## src/rtl/hex_count_pkg.sv

```systemverilog
// Shared definitions for the DE10-Lite hex counter source: mode encodings,
// digit word width and the switch-to-mode priority rule.
package hex_count_pkg;

  typedef enum logic [1:0] {
    ST_MANUAL = 2'b00,
    ST_RUN    = 2'b01,
    ST_LOAD   = 2'b10
  } state_e;

  localparam int DIGIT_W = 5;

  // Load switch wins over run switch; neither selects manual stepping.
  function automatic state_e mode_select(input logic load_sw, input logic run_sw);
    state_e mode;
    mode = ST_MANUAL;
    if (load_sw) begin
      mode = ST_LOAD;
    end else if (run_sw) begin
      mode = ST_RUN;
    end
    return mode;
  endfunction

endpackage

```

## src/rtl/hex_count_source_key_debounce.sv

```systemverilog
// Push-button conditioner: 2-flop synchronizer, stability counter and a one-cycle
// pulse when the accepted level goes from released (1) to pressed (0).
module key_debounce
  import hex_count_pkg::*;
#(
  parameter int DB_CYCLES = 1_000_000
) (
  input  logic clk,
  input  logic rst,
  input  logic key_n,
  output logic step_pulse
);

  localparam int CNT_W = (DB_CYCLES > 1) ? $clog2(DB_CYCLES) : 1;

  logic             key_meta_q, key_meta_d;
  logic             key_sync_q, key_sync_d;
  logic             stable_q, stable_d;
  logic [CNT_W-1:0] cnt_q, cnt_d;
  logic             pulse_q, pulse_d;

  always_comb begin
    key_meta_d = key_n;
    key_sync_d = key_meta_q;
    stable_d   = stable_q;
    cnt_d      = '0;
    pulse_d    = 1'b0;
    // Count consecutive cycles that disagree with the accepted level; any
    // agreeing cycle restarts the count.
    if (key_sync_q != stable_q) begin
      if (cnt_q == CNT_W'(DB_CYCLES - 1)) begin
        stable_d = key_sync_q;
        pulse_d  = stable_q;
      end else begin
        cnt_d = cnt_q + 1'b1;
      end
    end
  end

  always_ff @(posedge clk or posedge rst) begin
    if (rst) begin
      key_meta_q <= 1'b1;
      key_sync_q <= 1'b1;
      stable_q   <= 1'b1;
      cnt_q      <= '0;
      pulse_q    <= 1'b0;
    end else begin
      key_meta_q <= key_meta_d;
      key_sync_q <= key_sync_d;
      stable_q   <= stable_d;
      cnt_q      <= cnt_d;
      pulse_q    <= pulse_d;
    end
  end

  assign step_pulse = pulse_q;

endmodule

```

## src/rtl/hex_count_source.sv

```systemverilog
// 8-bit counter feeding two seven-segment digit words: switch load, debounced
// manual stepping or free-running tick increments, with a wrap indicator.
module hex_count_source
  import hex_count_pkg::*;
#(
  parameter int CLK_HZ    = 50_000_000,
  parameter int TICK_HZ   = 2,
  parameter int DB_CYCLES = 1_000_000
) (
  input  logic               MAX10_CLK1_50,
  input  logic               RST,
  input  logic [9:0]         SW,
  input  logic               KEY_STEP,
  output logic [DIGIT_W-1:0] DIG0,
  output logic [DIGIT_W-1:0] DIG1,
  output logic [1:0]         MODE_LED
);

  localparam int TICK_PERIOD = CLK_HZ / TICK_HZ;
  localparam int TICK_W      = (TICK_PERIOD > 1) ? $clog2(TICK_PERIOD) : 1;

  logic                clk;
  logic                step_pulse;
  logic                tick;

  logic [9:0]          sw_meta_q, sw_meta_d;
  logic [9:0]          sw_sync_q, sw_sync_d;
  state_e              state_q, state_d;
  logic [TICK_W-1:0]   tick_cnt_q, tick_cnt_d;
  logic [7:0]          count_q, count_d;
  logic                wrap_q, wrap_d;
  logic [DIGIT_W-1:0]  dig0_q, dig0_d;
  logic [DIGIT_W-1:0]  dig1_q, dig1_d;
  logic [1:0]          mode_led_q, mode_led_d;

  assign clk = MAX10_CLK1_50;

  key_debounce #(
    .DB_CYCLES (DB_CYCLES)
  ) u_key_debounce (
    .clk        (clk),
    .rst        (RST),
    .key_n      (KEY_STEP),
    .step_pulse (step_pulse)
  );

  always_comb begin
    sw_meta_d = SW;
    sw_sync_d = sw_meta_q;

    // The mode chosen this cycle also governs this cycle's counter update,
    // so a load takes effect on the same edge the state changes.
    state_d = mode_select(sw_sync_q[8], sw_sync_q[9]);

    tick       = 1'b0;
    tick_cnt_d = '0;
    if (state_d == ST_RUN) begin
      if (tick_cnt_q == TICK_W'(TICK_PERIOD - 1)) begin
        tick = 1'b1;
      end else begin
        tick_cnt_d = tick_cnt_q + 1'b1;
      end
    end

    count_d = count_q;
    wrap_d  = wrap_q;
    if (state_d == ST_LOAD) begin
      count_d = sw_sync_q[7:0];
      wrap_d  = 1'b0;
    end else if (step_pulse || tick) begin
      count_d = count_q + 8'd1;
      wrap_d  = (count_q == 8'hFF);
    end

    dig0_d     = {wrap_q, count_q[3:0]};
    dig1_d     = {state_q == ST_RUN, count_q[7:4]};
    mode_led_d = state_q;
  end

  always_ff @(posedge clk or posedge RST) begin
    if (RST) begin
      sw_meta_q  <= '0;
      sw_sync_q  <= '0;
      state_q    <= ST_MANUAL;
      tick_cnt_q <= '0;
      count_q    <= 8'h00;
      wrap_q     <= 1'b0;
      dig0_q     <= '0;
      dig1_q     <= '0;
      mode_led_q <= 2'b00;
    end else begin
      sw_meta_q  <= sw_meta_d;
      sw_sync_q  <= sw_sync_d;
      state_q    <= state_d;
      tick_cnt_q <= tick_cnt_d;
      count_q    <= count_d;
      wrap_q     <= wrap_d;
      dig0_q     <= dig0_d;
      dig1_q     <= dig1_d;
      mode_led_q <= mode_led_d;
    end
  end

  assign DIG0     = dig0_q;
  assign DIG1     = dig1_q;
  assign MODE_LED = mode_led_q;

endmodule

```

## config.mk

```make
export PLATFORM = sky130hd
export DESIGN_NAME = hex_count_source
export DESIGN_NICKNAME = d
export VERILOG_FILES = /design/src/rtl/hex_count_pkg.sv /design/src/rtl/hex_count_source_key_debounce.sv /design/src/rtl/hex_count_source.sv
export SDC_FILE = /design/constraint.sdc
export NUM_CORES = 1
export LEC_CHECK = 0
export CAP_MARGIN = 30
export CORE_ASPECT_RATIO = 0.75
export CORE_MARGIN = 2
export CORE_UTILIZATION = 63
export CTS_CLUSTER_DIAMETER = 60
export DETAILED_ROUTE_END_ITERATION = 8
export PLACE_DENSITY = 0.81
export SETUP_SLACK_MARGIN = 0.05
export SLEW_MARGIN = 20
export SYNTH_ARGS = -nofsm -noshare
export SYNTH_HDL_FRONTEND = slang
export SYNTH_HIERARCHICAL = 1
export SYNTH_SLANG_ARGS = --single-unit
```

## constraint.sdc

```tcl
create_clock -name MAX10_CLK1_50 -period 6.2 [get_ports MAX10_CLK1_50]
set_input_delay 1.24 -clock MAX10_CLK1_50 [delete_from_list [all_inputs] [get_ports MAX10_CLK1_50]]
set_output_delay 1.24 -clock MAX10_CLK1_50 [all_outputs]
set_load 0.02 [all_outputs]
```

==> results_dict.tcl, run 1 <==
set metrics [dict create \
    r2r_setup_slack_ns 3.48 \
    syn_area_per_cell_sq_um 11.7 \
    clock_path_buffers 2 \
    synthTopCellsByCount "89 x dfrtp_1, 48 x nor2_1, 23 x xor2_1" \
    grt_pass1_wl_um 12100 \
    r2r_end "count_q[4]" \
    antenna_found_initial 0 \
    power.leakage_nw 1.86 \
    dieArea_sq_um 6700 \
    vias 2526 \
    cts.hold.buffers_added 0 \
    yosysMostFrequentCell "dfrtp_1" \
    synth_ff_type "dfrtp_1" \
    critPathMaxStageDelay_ns 0.51 \
    synthArstFlopShare_pct 100 \
    drc 0 \
    instances_no_fill 440 \
    power_density_nw_per_um2 272 \
    place_ws_ns 3.52 \
    start_util_pct 65.5 \
    netlist_area_sq_um 3820 \
    path_buf_inv 0 \
    p_int_mw 0.935 \
    ir_drop_mv 0.171 \
    critPathSlowestCell "or3b_1" \
    synthCells 325 \
    cts_max_level 3 \
    min_period_ns 2.72 \
    yosys.area_share.simple_pct 22.6 \
    worstReg2RegStart "tick_cnt_q[0]" \
    synth_edf_count 0 \
    pwr-share-clk_pct 41.1 \
    coreArea_sq_um 5830 \
    ys_warn_count 6 \
    start_kind "register" \
    first_global_vias 2503 \
    cts_root_buffer "clkbuf_8" \
    finalClockSkew_ns 0.0111 \
    r2r_cells 6 \
    die_y_um 71.4 \
    finalCritPeriodShare_pct 43.8 \
    synthMuxAreaShare_pct 0.656 \
    p_seq_share_pct 53.2 \
    outcome "finished, final reports clean" \
    worst_pin_slew_ns 0.980 \
    die_width_um 93.9 \
    slew_viol_final 0 \
    grt_usage_pct 23.5 \
    via_per_inst 5.74 \
    dp.cells 422 \
    seq_area_frac_synth_pct 60.4 \
    n_antenna_cell 0 \
    gp_congestion 0.834 \
    hp-start "sw_meta_q[5]" \
    switching_power_mw 0.266 \
    clock.fmax_mhz 368 \
    detailed_place_hpwl_um 4650 \
    detail_route.first_pass.iterations 4 \
    path_cells "ha_1 > nand4_1 > nor4_4 > a41oi_2 > or3b_1 > a221o_1" \
    hold_path.class "reg -> reg" \
    cp.arrival_ns 2.96 \
    clkTransAtPathRegs_ns 0.09 \
    cts_tree "yes" \
    setup_ws_ns 3.48 \
    ant_nets 0 \
    io_buffers 24 \
    finalSetupTns_ns 0 \
    post-cts-setup-buffers 0 \
    cap_viol_max_count 0 \
    nFillCells 377 \
    floorplan.rows 24 \
    p_sw_share_pct 22.2 \
    synth-xor-area-share_pct 8.72 \
    ios 25 \
    holdPathStages 0 \
    clk-insertion-delay-late_ns 0.35 \
    drt-initial-drc-count 182 \
    ctsResizeCount 0 \
    grt_max_degree 69 \
    min_to "sw_sync_q[5]" \
    setup_violations 0 \
    area_delta_synth_final_pct 15.9 \
    synth_top_family_by_area "simple AND/OR/NAND/NOR gates" \
    cp_max_fo 17 \
    total_power_mw 1.20 \
    crit_family "simple AND/OR/NAND/NOR gates" \
    numCtsBuffers 9 \
    clock-sinks 92 \
    final_nets 373 \
    synthTopCellsByArea "dfrtp_1 58%, xor2_1 5.3%, nor2_1 4.7%, xnor2_1 3.4%, nand3_1 2.5%" \
    synth_top_area_share_pct 58.4 \
    rsz0062_at_grt "no" \
    grt-ovfl-total 0 \
    hold_ws_ns 0.356 \
    cp-end-kind "register" \
    synth_compound_area_share_pct 5.11 \
    wl_um 7170 \
    p_comb_share_pct 5.8 \
    yosysTopAreaCell "dfrtp_1" \
    drive_gt1_share_pct 10.2 \
    relSlewSlack_pct 34.5 \
    wl_per_cell_um 16.3 \
    synth_seq_cells 92 \
    setup.worst_path.class "reg -> reg" \
    yosysUniqueCellTypes 51 \
    syn-num-nets 341 \
    finalHoldViolations 0 \
    critPathRequiredTime_ns 6.44 \
    synthAdderAreaFrac_pct 0.984 \
]
## registers in the layout (all words and copies together), names as in the netlist
name	flops
DIG0	5
DIG1	5
MODE_LED	2
count_q	8
mode_led_d	2
sw_meta_q	10
sw_sync_q	10
tick_cnt_q	25
u_key_debounce/cnt_q	20
u_key_debounce/key_meta_q	1
u_key_debounce/key_sync_q	1
u_key_debounce/stable_q	1
u_key_debounce/step_pulse	1
wrap_q	1
## kinds of logic (layout without fill, tap and decap cells)
group / after synthesis / after routing
simple gates: 152 / 152
flops: 92 / 92
xor+xnor: 38 / 38
compound gates: 24 / 24
buf+inv: 14 / 51
fa+ha+maj: 3 / 3
mux: 2 / 2
## power by group through the flow
stage               combinational (mW)  clock [mW]  sequential [mW]
detailed placement              0.0677           0            0.650
global placement                0.0648           0            0.649
floorplan                       0.0315           0            0.652
finish                          0.0692       0.493            0.639
global route                    0.0768       0.534            0.642
CTS                             0.0683       0.503            0.639
## placed cells by master (no fill, tap or decap), types with 4 or more instances in the layout
master	instances
a21oi_1	7
and3_1	8
clkbuf_8	10
clkdlybuf4s50_1	24
dfrtp_1	89
inv_1	7
nand2_1	20
nand3_1	19
nand4_1	13
nor2_1	48
nor2b_1	4
or4_1	6
xnor2_1	15
xor2_1	23
## per-layer routing
metal	GRT usage (%)	wire length (um)
met5	0	0
met4	7.09	104
met3	8.52	258
met2	34.8	3490
met1	33.0	3310
## final cells by class
type / count / area, sq um / share of cell area, %
timing repair buffer: 27 / 280 / 6.34
inverter: 8 / 30.0 / 0.679
multi-input combinational: 219 / 1450 / 32.9
sequential: 92 / 2310 / 52.2
clock buffer: 10 / 138 / 3.11
clock inverter: 6 / 116 / 2.63
tap: 78 / 97.6 / 2.21
## worst max path at each step
stage                              start    endpoint  slack (ns)  cells past startpoint
after floorplan                      RST     DIG0[0]        3.25                      1
after CTS                  tick_cnt_q[0]  count_q[4]        3.50                      6
after global placement    tick_cnt_q[15]  count_q[4]        3.68                      5
after global routing       tick_cnt_q[0]      wrap_q        3.31                      6
final                      tick_cnt_q[0]  count_q[4]        3.48                      6
after detailed placement   tick_cnt_q[0]  count_q[4]        3.52                      6
## through the flow
step	cell area, sq um	util (%)
finish	4420	75.9
global route	4420	75.9
CTS	4390	75.3
detailed placement	4140	71.0
global placement	4140	71.0
floorplan	3820	-
(Power assumes the default switching activity.)
==> inputs of run 2 (changes only) <==
- CORE_UTILIZATION: 63 -> 52
- PLACE_DENSITY: 0.81 -> 0.71
- clock period: 6.2 -> 2.2 ns (I/O delays scaled with it)
==> results_dict.tcl, run 2 (synthesis gave the netlist of run 1 again) <==
set metrics [dict create \
    outcome "finished, final reports clean" \
    cts_root_buffer "clkbuf_8" \
    cp-end-kind "register" \
    top_regs "tick_cnt_q (25), u_key_debounce/cnt_q (20)" \
    r2r_cells 5 \
    finalHoldViolations 0 \
    largest_register_ffs 25 \
    clkTransAtPathRegs_ns 0.10 \
    final_cell_mix "89 x dfrtp_1, 48 x nor2_1, 24 x clkdlybuf4s50_1" \
    gp_congestion 0.796 \
    die_width_um 103 \
    hp-start "sw_meta_q[1]" \
    worstReg2RegStart "tick_cnt_q[15]" \
    die_y_um 78.2 \
    first_global_vias 2577 \
    finalCritPeriodShare_pct 99.3 \
    cts.hold.buffers_added 0 \
    path_cells "or4b_4 > nor4_4 > a41oi_2 > or3b_1 > a221o_1" \
    wl_per_cell_um 14.6 \
    cap_viol_max_count 0 \
    finalClockSkew_ns 0.0126 \
    layout_commonest_cell "dfrtp_1" \
    cts_max_level 3 \
    rsz0062_at_grt "yes" \
    setup_ws_ns 0.0165 \
    power_density_nw_per_um2 714 \
    min_period_ns 2.18 \
    dieArea_sq_um 8050 \
    ant_nets 0 \
    start_kind "register" \
    n_antenna_cell 0 \
    coreArea_sq_um 7230 \
    cts_tree "yes" \
    floorplan.rows 27 \
    critPathSlowestCell "or4b_4" \
    cp_max_fo 4 \
    cp.arrival_ns 2.43 \
    vias 2567 \
    slew_viol_final 0 \
    critPathRequiredTime_ns 2.45 \
    wl_um 7030 \
    r2r_setup_slack_ns 0.02 \
    via_per_inst 5.34 \
    drc 0 \
    antenna_found_initial 0 \
    final_nets 391 \
    numCtsBuffers 9 \
    grt_max_degree 37 \
    start_util_pct 52.8 \
    clock-sinks 92 \
    worst_pin_slew_ns 0.652 \
    clock.fmax_mhz 458 \
    setup_violations 0 \
    grt_usage_pct 19.2 \
    ios 25 \
    power.leakage_nw 1.92 \
    grt-ovfl-total 0 \
    io_buffers 24 \
    hold_path.class "reg -> reg" \
    relSlewSlack_pct 56.5 \
    r2r_end "count_q[4]" \
    critPathMaxStageDelay_ns 0.54 \
    setup.worst_path.class "reg -> reg" \
    detail_route.first_pass.iterations 4 \
    detailed_place_hpwl_um 4760 \
    holdPathStages 0 \
    place_ws_ns 0.0108 \
    total_power_mw 3.27 \
    clock_path_buffers 2 \
    area_delta_synth_final_pct 20.0 \
    drt-initial-drc-count 75 \
    grt_pass1_wl_um 11900 \
    crit_start "tick_cnt_q[15]" \
    ir_drop_mv 0.401 \
    min_to "sw_sync_q[1]" \
    drive_gt1_share_pct 16.1 \
    regMostFlops "tick_cnt_q" \
    clk-insertion-delay-late_ns 0.36 \
]
run 2: cell count changes in the layout (fill, tap and decap cells not counted), sizes merged:
cell,before,now
clkinvlp,0,2
inv,10,11
buf,2,21
clkinv,1,0
bufinv,3,2
clkbuf,11,9
run 2: power by group:
part           leakage (nW)  internal (mW)  total, mW  switching, mW
clock                 0.113          0.660       1.27          0.614
combinational         0.630         0.0903      0.201          0.110
sequential             1.18           1.75       1.80         0.0453
run 2: layer usage:
layer  up-vias  part of all wire (%)  GRT usage (%)
met2        36                    46           28.5
met5         -                     0              0
met3         7                   3.1           5.52
li1       1257                     -              -
met1      1267                    49           28.0
met4         0                   1.1           4.87
run 2: stage by stage:
step | TNS [ns] | hold WS [ns] | std cells | utilization, % | instance area (sq um)
after floorplan | 0 | 0.331 | 325 | - | 3820
after global placement | 0 | 0.333 | 461 | 59.3 | 4290
after global routing | -0.271 | 0.362 | 481 | 63.3 | 4580
final | 0 | 0.353 | 481 | 63.3 | 4580
after detailed placement | 0 | 0.336 | 461 | 59.3 | 4290
after CTS | 0 | 0.356 | 481 | 63.0 | 4550
run 2: worst max-delay path by stage:
| stage | to | slack (ns) |
|---|---|---|
| after global placement | count_q[5] | 0.07 |
| after CTS | count_q[4] | 0.01 |
| final | count_q[4] | 0.02 |
| after detailed placement | count_q[7] | 0.01 |
| after floorplan | count_q[4] | 0.07 |
| after global routing | count_q[7] | -0.08 |
run 2: layout make-up:
class	count	area, sq um
clock inverters	7	105
inverters	8	33.8
clock buffers	9	124
multi-input cells	219	1480
fillers	588	2650
well taps	101	126
flip-flops and latches	92	2310
repair buffers	45	402
run 2: timing repair:
item | 4_1_cts | 5_1_grt
buffers inserted | 4 | 0
setup endpoints to repair | 3 | 8
resized for setup | 2 | 5
pin swaps | 2 | 2
run 2: critical path, delay by kind of cell, from the launching register on:
family             cells  cell delay, ns
AOI/OAI and AO/OA      2            0.55
DFF                    1            0.38
and+or+nand+nor        3            1.15
==> inputs of run 3 (changes only) <==
- CTS_CLUSTER_DIAMETER: 60 -> 200
- SKIP_CTS_REPAIR_TIMING: not set -> 1
==> results_dict.tcl, run 3 (synthesis gave the netlist of run 1 again) <==
set metrics [dict create \
    regMostFlops "tick_cnt_q" \
    drive_gt1_share_pct 15.8 \
    cts_root_buffer "clkbuf_8" \
    dp.cells 461 \
    drt-initial-drc-count 77 \
    first_global_vias 2542 \
    nFillCells 587 \
    instances_no_fill 481 \
    critPathSlowestCell "or4_4" \
    gp_congestion 0.796 \
    start_kind "register" \
    final_cell_mix "89 x dfrtp_1, 48 x nor2_1, 24 x clkdlybuf4s50_1" \
    n_antenna_cell 0 \
    detail_route.first_pass.iterations 5 \
    grt_usage_pct 19.0 \
    layout_commonest_cell "dfrtp_1" \
    finalCritPeriodShare_pct 99.5 \
    clock-sinks 92 \
    grt_pass1_wl_um 11800 \
    grt-ovfl-total 0 \
    area_delta_synth_final_pct 19.9 \
    cp-end-kind "register" \
    power.leakage_nw 1.92 \
    antenna_found_initial 0 \
    top_regs "tick_cnt_q (25), u_key_debounce/cnt_q (20)" \
    ios 25 \
    drc 0 \
    finalClockSkew_ns 0.0116 \
    clock_path_buffers 2 \
    finalHoldViolations 0 \
    numCtsBuffers 9 \
    r2r_setup_slack_ns 0.01 \
    worst_pin_slew_ns 0.657 \
    io_buffers 24 \
    hp-start "sw_meta_q[1]" \
    ant_nets 0 \
    start_util_pct 52.8 \
    detailed_place_hpwl_um 4760 \
    critPathMaxStageDelay_ns 0.50 \
    critPathRequiredTime_ns 2.49 \
    cp_max_fo 6 \
    final_nets 391 \
    largest_register_ffs 25 \
    cap_viol_max_count 0 \
    clock.fmax_mhz 457 \
    cp.arrival_ns 2.48 \
    worstReg2RegStart "tick_cnt_q[1]" \
    holdPathStages 0 \
    via_per_inst 5.31 \
    grt_max_degree 37 \
    cts_max_level 3 \
    vias 2555 \
    cts_tree "yes" \
    r2r_end "count_q[7]" \
    ir_drop_mv 0.376 \
    power_density_nw_per_um2 713 \
    clkTransAtPathRegs_ns 0.10 \
    slew_viol_final 0 \
    min_period_ns 2.19 \
    die_y_um 78.2 \
    path_cells "ha_2 > nand4_1 > nor4_4 > a41oi_2 > buf_6 > or4_4 > nand3_1" \
    floorplan.rows 27 \
    rsz0062_at_grt "yes" \
    coreArea_sq_um 7230 \
    r2r_cells 7 \
    min_to "sw_sync_q[1]" \
    setup.worst_path.class "reg -> reg" \
    clk-insertion-delay-late_ns 0.35 \
    outcome "finished, final reports clean" \
    die_width_um 103 \
    dieArea_sq_um 8050 \
    setup_violations 0 \
    relSlewSlack_pct 56.2 \
    utilization_pct 63.3 \
    wl_per_cell_um 14.2 \
    wl_um 6850 \
    hold_path.class "reg -> reg" \
]
## run 3: cell counts in the layout (fill, tap and decap cells not counted)
No cell type changed its count.
## run 3: metal layers
metal | vias to the layer above | part of all wire, % | GRT usage [%] | wire [um]
li1 | 1250 | - | - | -
met1 | 1262 | 49 | 28.0 | 3380
met2 | 39 | 47 | 27.7 | 3190
met3 | 4 | 3.5 | 5.52 | 238
met4 | 0 | 0.55 | 4.87 | 38
met5 | - | 0 | 0 | 0
## run 3: cell type report
type / instances / area [sq um] / area share, %
Inverter: 8 / 33.8 / 0.738
Sequential cell: 92 / 2310 / 50.4
Clock inverter: 7 / 105 / 2.30
Multi-Input combinational cell: 219 / 1480 / 32.3
Clock buffer: 9 / 124 / 2.71
Timing Repair Buffer: 45 / 405 / 8.86
Tap cell: 101 / 126 / 2.76
## run 3: worst max path at each step
stage,startpoint,end
floorplan,tick_cnt_q[0],count_q[4]
global placement,tick_cnt_q[15],count_q[5]
detailed placement,tick_cnt_q[1],count_q[7]
CTS,tick_cnt_q[1],count_q[7]
global route,tick_cnt_q[0],count_q[7]
finish,tick_cnt_q[1],count_q[7]
## run 3: report_power, final
| group | leakage [nW] | switching [mW] | internal, mW |
|---|---|---|---|
| registers | 1.18 | 0.0444 | 1.75 |
| clock network | 0.113 | 0.612 | 0.660 |
| logic | 0.627 | 0.107 | 0.0892 |
## run 3: critical path, delay by kind of cell (launching register included)
| family | cells | cell delay, ns |
|---|---|---|
| buffers and inverters | 1 | 0.19 |
| DFF | 1 | 0.39 |
| AOI/OAI and AO/OA | 1 | 0.22 |
| adders and majority gates | 1 | 0.21 |
| and+or+nand+nor | 4 | 1.13 |
## run 3: through the flow
step | cell area (sq um) | setup WS [ns] | TNS, ns | power, mW | hold WS (ns)
floorplan | 3820 | 0.0729 | 0 | 1.93 | 0.331
global placement | 4290 | 0.0692 | 0 | 2.02 | 0.333
detailed placement | 4290 | 0.0108 | 0 | 2.03 | 0.336
CTS | 4520 | -0.0165 | -0.0305 | 3.31 | 0.356
global route | 4580 | -0.103 | -0.294 | 3.41 | 0.361
finish | 4580 | 0.0112 | 0 | 3.26 | 0.351
